<file path="src/rtl/fifo.sv">
// Circular-buffer FIFO with show-ahead head, synchronous flush, optional fall-through (FIFO_BYPASS_EN).
// Latency: a write is visible at deq one edge later; with FIFO_BYPASS_EN an empty FIFO passes enq to deq combinationally.
// Backpressure: enq_ready = !full; a dequeue in the same cycle never frees space for a write.
module fifo #(
    parameter int data_size   = 8,
    parameter int buffer_size = 4
) (
    input  logic                 clk,
    input  logic                 rst_n,
    input  logic [data_size-1:0] enq_data,
    input  logic                 enq_valid,
    output logic                 enq_ready,
    output logic [data_size-1:0] deq_data,
    output logic                 deq_valid,
    input  logic                 deq_ready,
    input  logic                 flush,
    output logic                 full,
    output logic                 empty
);

    localparam int cnt_w = $clog2(buffer_size + 1);
    localparam int ptr_w = (buffer_size > 1) ? $clog2(buffer_size) : 1;
    localparam logic [cnt_w-1:0] cnt_max  = cnt_w'(buffer_size);
    localparam logic [ptr_w-1:0] ptr_last = ptr_w'(buffer_size - 1);

    logic [data_size-1:0] mem [buffer_size];
    logic [ptr_w-1:0]     rd_ptr;
    logic [ptr_w-1:0]     wr_ptr;
    logic [cnt_w-1:0]     count;

    logic do_enq;
    logic do_deq;

    assign full      = (count == cnt_max);
    assign empty     = (count == '0);
    assign enq_ready = !full;

`ifdef FIFO_BYPASS_EN
    logic bypass;
    logic bypass_take;

    // Fall-through only while empty; a consumed bypass word never touches storage.
    assign bypass      = empty && !flush;
    assign bypass_take = bypass && enq_valid && deq_ready;
    assign deq_valid   = bypass ? enq_valid : !empty;
    assign deq_data    = bypass ? enq_data : mem[rd_ptr];
    assign do_enq      = enq_valid && enq_ready && !bypass_take;
`else
    assign deq_valid   = !empty;
    assign deq_data    = mem[rd_ptr];
    assign do_enq      = enq_valid && enq_ready;
`endif

    assign do_deq = deq_ready && !empty;

    always_ff @(posedge clk or negedge rst_n) begin
        if (!rst_n) begin
            rd_ptr <= '0;
            wr_ptr <= '0;
            count  <= '0;
        end else if (flush) begin
            rd_ptr <= '0;
            wr_ptr <= '0;
            count  <= '0;
        end else begin
            if (do_enq) begin
                wr_ptr <= (wr_ptr == ptr_last) ? '0 : wr_ptr + 1'b1;
            end
            if (do_deq) begin
                rd_ptr <= (rd_ptr == ptr_last) ? '0 : rd_ptr + 1'b1;
            end
            if (do_enq && !do_deq) begin
                count <= count + 1'b1;
            end else if (!do_enq && do_deq) begin
                count <= count - 1'b1;
            end
        end
    end

    // Storage is deliberately unreset; only pointers and count define contents.
    always_ff @(posedge clk) begin
        if (!flush && do_enq) begin
            mem[wr_ptr] <= enq_data;
        end
    end

endmodule

</file>
<file path="config.mk">
export PLATFORM = sky130hd
export DESIGN_NAME = fifo
export DESIGN_NICKNAME = d
export VERILOG_FILES = /design/src/rtl/fifo.sv
export SDC_FILE = /design/constraint.sdc
export NUM_CORES = 1
export LEC_CHECK = 0
export ABC_AREA = 1
export BUFFER_PORTS_ARGS = -buffer_cell sky130_fd_sc_hd__buf_4
export CAP_MARGIN = 20
export CELL_PAD_IN_SITES_DETAIL_PLACEMENT = 0
export CELL_PAD_IN_SITES_GLOBAL_PLACEMENT = 1
export CORE_MARGIN = 2
export CORE_UTILIZATION = 40
export CTS_CLUSTER_DIAMETER = 30
export DETAILED_ROUTE_END_ITERATION = 7
export PLACE_DENSITY = 0.78
export SLEW_MARGIN = 40
export SYNTH_ARGS = -nofsm -noshare
export SYNTH_HDL_FRONTEND = slang
export SYNTH_SLANG_ARGS = --single-unit
</file>
<file path="constraint.sdc">
create_clock -name clk -period 1.9 [get_ports clk]
set_input_delay 0.095 -clock clk [delete_from_list [all_inputs] [get_ports clk]]
set_output_delay 0.095 -clock clk [all_outputs]
set_load 0.01 [all_outputs]
</file>
==> results of run 1 <==
==> cell type report <==
cell class | instances | share of cell area
tap | 50 | 0.0279
multi-input combinational | 87 | 0.229
timing repair buffer | 44 | 0.155
clock buffer | 5 | 0.0307
clock inverter | 3 | 0.0212
inverter | 17 | 0.0296
sequential | 39 | 0.507
==> how the worst max path moves through the flow <==
stage,from,endpoint,slack (ns),depth (start not counted)
floorplan,count[0],count[2],0.09,12
global placement,count[0],count[2],0.06,12
detailed placement,count[0],count[2],-0.01,12
CTS,count[0],count[2],0.006,12
global route,count[1],count[2],-0.05,12
finish,count[1],count[2],0.11,12
==> routing by layer <==
metal / routed length, µm / GRT usage / vias up
met5: 0 / 0 / -
met1: 1390 / 0.168 / 575
met4: 121 / 0.0940 / 0
met2: 1820 / 0.267 / 38
li1: - / - / 597
met3: 151 / 0.0305 / 11
==> kinds of logic after synthesis <==
kind of cell,count (synthesis)
AND/OR/NAND/NOR,51
flip-flops,39
AO/OA/AOI/OAI,29
buffers and inverters,21
adder cells (fa/ha/maj),5
XOR/XNOR,2
==> cell usage after synthesis (all sizes together) <==
master   n
edfxtp  32
nor2    26
o21ai   19
nand2   18
inv     16
o22ai    9
dfrtp    7
ha       4
nand3    4
buf      3
nand4    3
a21oi    1
clkbuf   1
clkinv   1
fa       1
xnor2    1
xor2     1
==> flip-flops by register name (all words and copies together) (netlist names) <==
name,cells
wr_ptr,2
rd_ptr,2
mem,32
count,3
==> repair_timing <==
item                                    CTS  global route
pin swaps                                 0             7
hold buffers                              7             0
resized for setup                         0             4
hold endpoints to repair                 28             0
setup buffers                             1             7
endpoints found under the setup margin    1             1
==> through the flow <==
stage	utilization	power (mW)	setup WS (ns)	hold WS, ns
after detailed placement	0.485	1.96	-0.0139	-0.0847
after global routing	0.549	2.95	-0.0496	0.00273
after floorplan	-	1.64	0.0893	-0.201
final	0.549	2.79	0.112	0.00812
after CTS	0.533	2.69	0.00636	0.000347
after global placement	0.485	1.92	0.0576	-0.0834
==> power by group <==
part,internal (mW),total [mW],switching (mW)
clock network,0.398,0.705,0.307
logic,0.453,0.992,0.539
registers,1.01,1.09,0.0740
total,1.86,2.79,0.920
==> cell usage in the layout (no fill, tap or decap), types with 2 or more instances in the layout <==
master	count
buf_4	37
edfxtp_1	32
nor2_1	25
o21ai_0	18
inv_1	14
nand2_1	11
o22ai_1	9
dlygate4sd3_1	7
dfrtp_1	6
nand2_4	5
clkbuf_8	5
ha_1	4
nand3_1	3
nand4_1	3
nand2_2	2
==> worst max-delay path, stage by stage, from the launching register on <==
cell and delay, ns:
dfrtp_1 0.43, nor2_4 0.17, nand2_4 0.07, nand2_4 0.09
inv_4 0.04, nand2_4 0.05, inv_1 0.05, fa_2 0.38
xor2_1 0.16, nand3_1 0.08, nand2_1 0.05, nand2_1 0.05
nand2_1 0.06
==> metrics.txt, run 1 <==
status=completed; Clock Latency Late Sink=between 0.2 and 0.3 ns; area delta synth->final=29.7%; fin nets=between 200 and 250; area share of the largest cell type after synthesis=0.556; GRT Overall Usage=0.152; Post-Route WL=about 3500 µm; Port Buffer Count=24; fin crit period=around 1.8 ns; CTS H-tree lvls=2; die area=a little under 5000 µm²; post-route cell area=2240 µm²; multi-input logic area=about 510 µm²; Final HPWL DP=between 2000 and 2500 µm; share of post-route cells with drive strength above 1=0.308; fin crit share=0.941; final hold vios=0; vias in the first global route=around 1300; # rows=23; Slew @ Worst Pin=0.538 ns; DR vias=roughly 1200; Num Clock Sinks=39; clock-pin slew on the worst setup and hold paths=0.08 ns; Cells after Synth=~150; filler cell count=340; CP Data Required Time=about 2.1 ns; average wire per standard cell=14.2 µm; Placed Area=1980 µm²; FF-to-FF path depth=12; Max Slew Vio Count=0; R2R Path End=count[2]; synthesis-stage register bit count=39; Synth Area in Compound Gates=0.0948; core footprint=~4100 µm²; initial antenna violation count=0; Worst Setup Start Kind=register; GRT overflow=0; Yosys warnings=0; largest net degree at the start of global routing=19; Max-slew headroom=0.641; Clock Tree Buf Depth=2; cts bufs inserted=5; antenna cells=0; antenna violation net count after detailed routing=0; Residual DRC=0; clock root cell=clkbuf_8; fmax=559 MHz; initial DRC count=between 70 and 80; I/O Pins=25; crit path kind=register to register; setup TNS=0 ns; PwrDens=1240 nW/µm²; initial core utilization=0.423; GPL Wtd Cong=between 0.7 and 0.8; adder-cell share of the synthesized area=0.0405; reg-to-reg startpoint=count[1]; count of cell types in the netlist=25; Leak=a little over 0.9 nW; Post-Syn Nets=165; CP arrival=1.98 ns; simple-gate share of the synthesized area=0.144; via/cell ratio=approximately 5; Storage cell area=1140 µm²; cell count after placement=between 200 and 250; Synth area leaders=edfxtp_1 (56%), dfrtp_1 (10%), nor2_1 (5.4%), o21ai_0 (5.2%), o22ai_1 (3.3%); post-synthesis mux area share=0; Worst Hold Endpoint=mem[0][3]; first-pass GRT wire length=about 5700 µm; Pre-Repair DR Iteration Count=4; CTS tree=built; Max VDD drop=about 0.63 mV; hold depth=1; fin cells=~250; Finish-stage setup viols=0; combinational family with the most area after synthesis=simple AND/OR/NAND/NOR gates; max cap viols=0; clk_skew=around 0.0075 ns; Syn Area/Cell=about 12 µm²; hold path startpoint=enq_data[3]; cell taking the most area after synthesis=edfxtp_1; Die H=~70 µm; Netlist Area Pre-Place=1730 µm²; CP max FO=3; sequential share of the synthesized area=0.657; CP endpoint kind=register; Tightest Hold Check Type=input port to register; Die X=around 70 µm; Synth Area in XOR/XNOR=0.0101; R2R setup slack=around 0.11 ns
(Power assumes the default switching activity.)
==> run 2: changes to the inputs <==
--- a/config.mk
+++ b/config.mk
@@ -5,7 +5,7 @@
 export SDC_FILE = /design/constraint.sdc
 export NUM_CORES = 1
 export LEC_CHECK = 0
-export ABC_AREA = 1
+export ABC_AREA = 0
 export BUFFER_PORTS_ARGS = -buffer_cell sky130_fd_sc_hd__buf_4
 export CAP_MARGIN = 20
 export CELL_PAD_IN_SITES_DETAIL_PLACEMENT = 0
@@ -14,7 +14,7 @@
 export CORE_UTILIZATION = 40
 export CTS_CLUSTER_DIAMETER = 30
 export DETAILED_ROUTE_END_ITERATION = 7
-export PLACE_DENSITY = 0.78
+export PLACE_DENSITY = 0.75
 export SLEW_MARGIN = 40
 export SYNTH_ARGS = -nofsm -noshare
 export SYNTH_HDL_FRONTEND = slang
==> metrics.txt, run 2 <==
failing checks=setup timing; Top Registers=mem x32, count x3 (unchanged); Net Sw Frac=0.291 (was 0.330); Worst Setup Start Kind=register (unchanged); CTS tree=built (unchanged); Max-slew headroom=0.713 (was 0.641); die area=4900 µm² (was 4870 µm²); max cap viols=0 (unchanged); Final HPWL DP=2180 µm (was 2280 µm); antenna cells=0 (unchanged); CTS H-tree lvls=2 (unchanged); fmax=490 MHz (was 559 MHz); average wire per standard cell=15.9 µm (was 14.2 µm); Max VDD drop=0.417 mV (was 0.628 mV); Leak=0.847 nW (was 0.931 nW); CP Data Required Time=2.12 ns (was 2.09 ns); Slew @ Worst Pin=0.430 ns (was 0.538 ns); most common cell after layout, fill and taps aside=edfxtp_1 (was buf_4); Finish-stage setup viols=1 (was 0); CP max FO=5 (was 3); number of synthesized flops with an enable pin=32 (unchanged); fin nets=163 (was 212); count of cell types in the netlist=33 (was 25); GRT overflow=0 (unchanged); sequential group share of total power=0.426 (was 0.391); top post-synthesis cells by count=edfxtp_1 (32), mux4_2 (8), nor2_1 (8), dfrtp_1 (7), inv_1 (6) (was edfxtp_1 (32), nor2_1 (25), o21ai_0 (18), inv_1 (14), nand2_1 (11)); Tightest Hold Check Type=input port to register (unchanged); # rows=24 (was 23); Yosys warnings=0 (unchanged); CP arrival=2.27 ns (was 1.98 ns); synthesis-stage register bit count=39 (unchanged); Critical Path Slowest Stage Cell=or3b_4 (was dfrtp_1); Final WS setup=-0.141 ns (was 0.112 ns); Residual DRC=0 (unchanged); Port Buffer Count=24 (unchanged); final hold vios=0 (unchanged); Die H=70.0 µm (was 69.8 µm); core footprint=4260 µm² (was 4090 µm²); Num Clock Sinks=39 (unchanged); fin crit share=1.07 (was 0.941); Net Sw Power=0.726 mW (was 0.920 mW); share of post-route cells with drive strength above 1=0.404 (was 0.308); dpl ws=-0.186 ns (was -0.0139 ns); hold path startpoint=enq_data[7] (was enq_data[3]); via/cell ratio=5.02 (was 4.98); Max Slew Vio Count=0 (unchanged); Clock Latency Late Sink=0.29 ns (about the same); initial core utilization=0.409 (was 0.423); clk_skew=0.00781 ns (was 0.00751 ns); PwrDens=1110 nW/µm² (was 1240 nW/µm²); fin crit period=2.04 ns (was 1.79 ns); Die X=70.0 µm (was 69.8 µm); P_int=1.77 mW (was 1.86 mW); most common cell in the synthesized netlist=edfxtp_1 (unchanged); cts bufs inserted=5 (unchanged); status=finished with violations (was completed); clock root cell=clkbuf_8 (unchanged); Overall Power=2.50 mW (was 2.79 mW); Synth area leaders=edfxtp_1 (55%), mux4_2 (10%), dfrtp_1 (10%), ha_1 (2.9%), mux2_4 (2.6%) (was edfxtp_1 (56%), dfrtp_1 (10%), nor2_1 (5.4%), o21ai_0 (5.2%), o22ai_1 (3.3%)); largest net degree at the start of global routing=13 (was 19); RSZ-0062 raised after global routing=true; Post-Route WL=3160 µm (was 3480 µm); max FFs per register=32 (unchanged); cell taking the most area after synthesis=edfxtp_1 (unchanged); CP endpoint kind=register (unchanged); vias in the first global route=1062 (was 1312); filler cell count=369 (was 340); Post-Syn Nets=123 (was 165); Largest Register=mem (unchanged); critical path, cell by cell=or3b_4, and3_4, fa_2, a21bo_2, a311oi_2, o311a_1 (was nor2_4, nand2_4, nand2_4, inv_4, nand2_4, inv_1, fa_2, xor2_1, nand3_1, nand2_1, nand2_1, nand2_1); most used flip-flop cell after synthesis=edfxtp_1 (unchanged); Async SR Flop Fraction=0.179 (unchanged); clock-pin slew on the worst setup and hold paths=0.07 ns (was 0.08 ns); Netlist Area Pre-Place=1740 µm² (was 1730 µm²); DR vias=994 (was 1221); Syn Area/Cell=16.6 µm² (was 11.8 µm²); GRT Overall Usage=0.138 (was 0.152); area delta synth->final=28.6% (was 29.7%); area share of the largest cell type after synthesis=0.551 (was 0.556); first-pass GRT wire length=5060 µm (was 5700 µm); crit path kind=register to register (unchanged); Clock Tree Buf Depth=2 (unchanged); Cells after Synth=105 (was 147); sequential share of the synthesized area=0.652 (was 0.657); combinational power share=0.366 (was 0.356); reg-to-reg startpoint=count[1] (unchanged); Critical Path Start=count[1] (unchanged); max incr delay on CP=0.40 ns (was 0.43 ns); I/O Pins=25 (unchanged); Clk pwr share=0.208 (was 0.253); setup TNS=-0.141 ns (was 0 ns); commonest cells after routing, fill and taps aside=edfxtp_1 (32), buf_4 (28), mux4_2 (8), nor2_1 (8), dfrtp_1 (7) (was buf_4 (37), edfxtp_1 (32), nor2_1 (25)); antenna violation net count after detailed routing=0 (unchanged); initial DRC count=35 (was 73); GPL Wtd Cong=0.737 (was 0.778); Pre-Repair DR Iteration Count=4 (unchanged); initial antenna violation count=0 (unchanged)
run 2: cell types whose count changed after synthesis, moves of 3 or more:
cell / change
and2_1: +4
o21ai_0: -16
mux2_4: +3
nor2_1: -17
inv_1: -8
nand2_2: -4
mux4_2: +8
nand2_4: -3
nand4_1: -3
o22ai_1: -9
nand2_1: -11
run 2: area by class of cell:
class	count	area [µm²]	area share
well taps	52	65.1	0.0290
flip-flops and latches	39	1140	0.507
inverters	7	26.3	0.0117
clock inverters	3	15.0	0.00670
repair buffers	39	370	0.165
multi-input cells	53	561	0.250
clock buffers	5	68.8	0.0307
run 2: power groups by stage:
stage | combinational, mW | clock, mW | sequential [mW]
floorplan | 0.584 | 0 | 1.05
global placement | 0.882 | 0 | 1.08
detailed placement | 0.909 | 0 | 1.08
CTS | 0.927 | 0.536 | 1.07
global route | 0.996 | 0.574 | 1.07
finish | 0.914 | 0.520 | 1.06
run 2: kinds of logic (layout without fill, tap and decap cells):
| group | after synthesis | in the layout | synth area share |
|---|---|---|---|
| AO/OA/AOI/OAI | 11 | 11 | 0.0517 |
| AND/OR/NAND/NOR | 23 | 23 | 0.0768 |
| XOR/XNOR | 2 | 2 | 0.0101 |
| multiplexers | 12 | 12 | 0.135 |
| flip-flops | 39 | 39 | 0.652 |
| buffers and inverters | 13 | 54 | 0.0345 |
| adder cells (fa/ha/maj) | 5 | 5 | 0.0402 |
run 2: routing by layer:
| layer | GRT usage | vias up | part of all wire |
|---|---|---|---|
| met5 | 0 | - | 0 |
| li1 | - | 477 | - |
| met2 | 0.244 | 19 | 0.54 |
| met3 | 0.0447 | 5 | 0.046 |
| met1 | 0.156 | 493 | 0.40 |
| met4 | 0.0513 | 0 | 0.011 |
run 2: path summary, 6_finish.rpt:
kind / end / slack [ns] / depth (start not counted)
setup / recovery: count[2] / -0.14 / 6
hold / removal: mem[3][7] / 0.01 / 1
setup reg to reg: count[2] / -0.14 / 6
hold reg to reg: wr_ptr[1] / 0.61 / 2
max in group asynchronous: wr_ptr[1] / 1.62 / 2
min in group asynchronous: count[1] / 0.15 / 2
run 2: what timing repair did:
item	in CTS	in global routing
buffers inserted	0	0
gates resized for setup	1	0
hold buffers	5	1
pin swaps	2	0
hold endpoints to repair	22	2
setup endpoints to repair	1	1
run 2: critical path, delay by kind of cell (launching register included):
family	cells	cell delay, ns
flip-flops	1	0.39
adder cells (fa/ha/maj)	1	0.37
AO/OA/AOI/OAI	3	0.65
AND/OR/NAND/NOR	2	0.56
run 2: stage by stage:
stage	instances	util	hold slack [ns]	instance area, µm²
floorplan	105	-	-0.201	1760
global route	198	0.526	0.00512	2240
CTS	197	0.523	0.000211	2230
global placement	184	0.491	-0.0853	2090
detailed placement	184	0.491	-0.0798	2090
finish	198	0.526	0.0110	2240
==> run 3: changes to the inputs <==
--- a/config.mk
+++ b/config.mk
@@ -7,7 +7,6 @@
 export LEC_CHECK = 0
 export ABC_AREA = 0
 export BUFFER_PORTS_ARGS = -buffer_cell sky130_fd_sc_hd__buf_4
-export CAP_MARGIN = 20
 export CELL_PAD_IN_SITES_DETAIL_PLACEMENT = 0
 export CELL_PAD_IN_SITES_GLOBAL_PLACEMENT = 1
 export CORE_MARGIN = 2
@@ -15,7 +14,9 @@
 export CTS_CLUSTER_DIAMETER = 30
 export DETAILED_ROUTE_END_ITERATION = 7
 export PLACE_DENSITY = 0.75
+export SKIP_CTS_REPAIR_TIMING = 1
 export SLEW_MARGIN = 40
 export SYNTH_ARGS = -nofsm -noshare
 export SYNTH_HDL_FRONTEND = slang
 export SYNTH_SLANG_ARGS = --single-unit
+export TNS_END_PERCENT = 20
==> metrics.txt, run 3 (synthesis gave the netlist of run 2 again) <==
max FFs per register=32 (unchanged); sequential group share of total power=0.426 (about the same); vias in the first global route=1041 (was 1062); most common cell after layout, fill and taps aside=edfxtp_1 (unchanged); Clock Tree Buf Depth=2 (unchanged); share of post-route cells with drive strength above 1=0.407 (was 0.404); # rows=24 (unchanged); GRT Overall Usage=0.137 (was 0.138); Worst Setup Start Kind=register (unchanged); core footprint=4260 µm² (unchanged); Final HPWL DP=2180 µm (unchanged); Residual DRC=0 (unchanged); final hold vios=0 (unchanged); Tightest Hold Check Type=input port to register (unchanged); failing checks=setup timing (unchanged); CTS tree=built (unchanged); filler cell count=369 (unchanged); clk_skew=0.00853 ns (was 0.00781 ns); Largest Register=mem (unchanged); initial core utilization=0.409 (unchanged); antenna cells=0 (unchanged); first-pass GRT wire length=5020 µm (was 5060 µm); Clk pwr share=0.208 (about the same); GRT overflow=0 (unchanged); GPL Wtd Cong=0.737 (unchanged); commonest cells after routing, fill and taps aside=edfxtp_1 (32), buf_4 (28), mux4_2 (8), nor2_1 (8), dfrtp_1 (7) (unchanged); Net Sw Frac=0.290 (was 0.291); Top Registers=mem x32, count x3 (unchanged); CP max FO=5 (unchanged); Clock Latency Late Sink=0.29 ns (about the same); Storage cell area=1140 µm² (unchanged); fmax=490 MHz (about the same); Leak=0.843 nW (was 0.847 nW); Placed Area=2090 µm² (unchanged); clock-pin slew on the worst setup and hold paths=0.07 ns (about the same); average wire per standard cell=15.8 µm (was 15.9 µm); Finish-stage setup viols=1 (unchanged); CP endpoint kind=register (unchanged); Post-Route WL=3110 µm (was 3160 µm); combinational power share=0.366 (about the same); RSZ-0062 raised after global routing=true (unchanged); CTS H-tree lvls=2 (unchanged); Max-slew headroom=0.721 (was 0.713); via/cell ratio=5.07 (was 5.02); post-route cell area=2230 µm² (was 2240 µm²); P_int=1.77 mW (about the same); crit path kind=register to register (unchanged); area delta synth->final=28.1% (was 28.6%); max cap viols=0 (unchanged); Max Slew Vio Count=0 (unchanged); Worst Hold Slack=0.00638 ns (was 0.0110 ns); Slew @ Worst Pin=0.419 ns (was 0.430 ns); die area=4900 µm² (unchanged); setup TNS=-0.142 ns (was -0.141 ns); CP Data Required Time=2.13 ns (was 2.12 ns); fin crit share=1.07 (about the same); Overall Power=2.49 mW (was 2.50 mW); DR vias=999 (was 994); fin cells=197 (was 198); initial antenna violation count=0 (unchanged); antenna violation net count after detailed routing=0 (unchanged); largest net degree at the start of global routing=13 (unchanged); clock root cell=clkbuf_8 (unchanged); multi-input logic area=561 µm² (unchanged); I/O Pins=25 (unchanged); fin nets=162 (was 163); Die X=70.0 µm (unchanged); Final WS setup=-0.142 ns (was -0.141 ns); reg-to-reg startpoint=count[1] (unchanged); Net Sw Power=0.724 mW (was 0.726 mW); Critical Path Start=count[1] (unchanged); initial DRC count=53 (was 35); hold path startpoint=enq_data[4] (was enq_data[7]); Num Clock Sinks=39 (unchanged); Max VDD drop=0.417 mV (about the same); PwrDens=1120 nW/µm² (was 1110 nW/µm²); status=finished with violations (unchanged); R2R setup slack=-0.14 ns (about the same); fin crit period=2.04 ns (about the same); Port Buffer Count=24 (unchanged); cts bufs inserted=5 (unchanged); final core utilization=0.523 (was 0.526); cell count after placement=184 (unchanged); Pre-Repair DR Iteration Count=4 (unchanged); dpl ws=-0.186 ns (unchanged); CP arrival=2.27 ns (about the same); Die H=70.0 µm (unchanged)
## run 3: changes by cell type in the layout (fill, tap and decap cells not counted)
cell           previous run  this run
dlygate4sd3_1             6         5
## run 3: worst paths after layout
check                       endpoint  cells past startpoint
max in group asynchronous  wr_ptr[1]                      2
max                         count[2]                      6
min in group asynchronous   count[1]                      2
max reg2reg                 count[2]                      6
min                        mem[1][4]                      1
min reg2reg                wr_ptr[1]                      2
## run 3: worst max-delay path, cell delays in order (launching register included)
cell      delay (ns)
dfrtp_1         0.39
or3b_4          0.40
and3_4          0.16
fa_2            0.37
a21bo_2         0.22
a311oi_2        0.23
o311a_1         0.20
## run 3: layout make-up
cell class                      count  area share
Sequential cell                    39       0.509
Multi-Input combinational cell     53       0.251
Timing Repair Buffer               38       0.161
Clock buffer                        5      0.0308
Tap cell                           52      0.0291
Inverter                            7      0.0118
Clock inverter                      3     0.00673
## run 3: power groups by stage
| stage | Sequential [mW] | Combinational [mW] | Clock [mW] |
|---|---|---|---|
| finish | 1.06 | 0.911 | 0.519 |
| global route | 1.07 | 0.994 | 0.575 |
| CTS | 1.07 | 0.911 | 0.536 |
| detailed placement | 1.08 | 0.909 | 0 |
| global placement | 1.08 | 0.882 | 0 |
| floorplan | 1.05 | 0.584 | 0 |
## run 3: metal layers
| metal | vias to the layer above | routed length, µm | track usage |
|---|---|---|---|
| met3 | 7 | 110 | 0.0447 |
| met4 | 0 | 55 | 0.0513 |
| li1 | 475 | - | - |
| met5 | - | 0 | 0 |
| met2 | 16 | 1700 | 0.238 |
| met1 | 501 | 1250 | 0.157 |
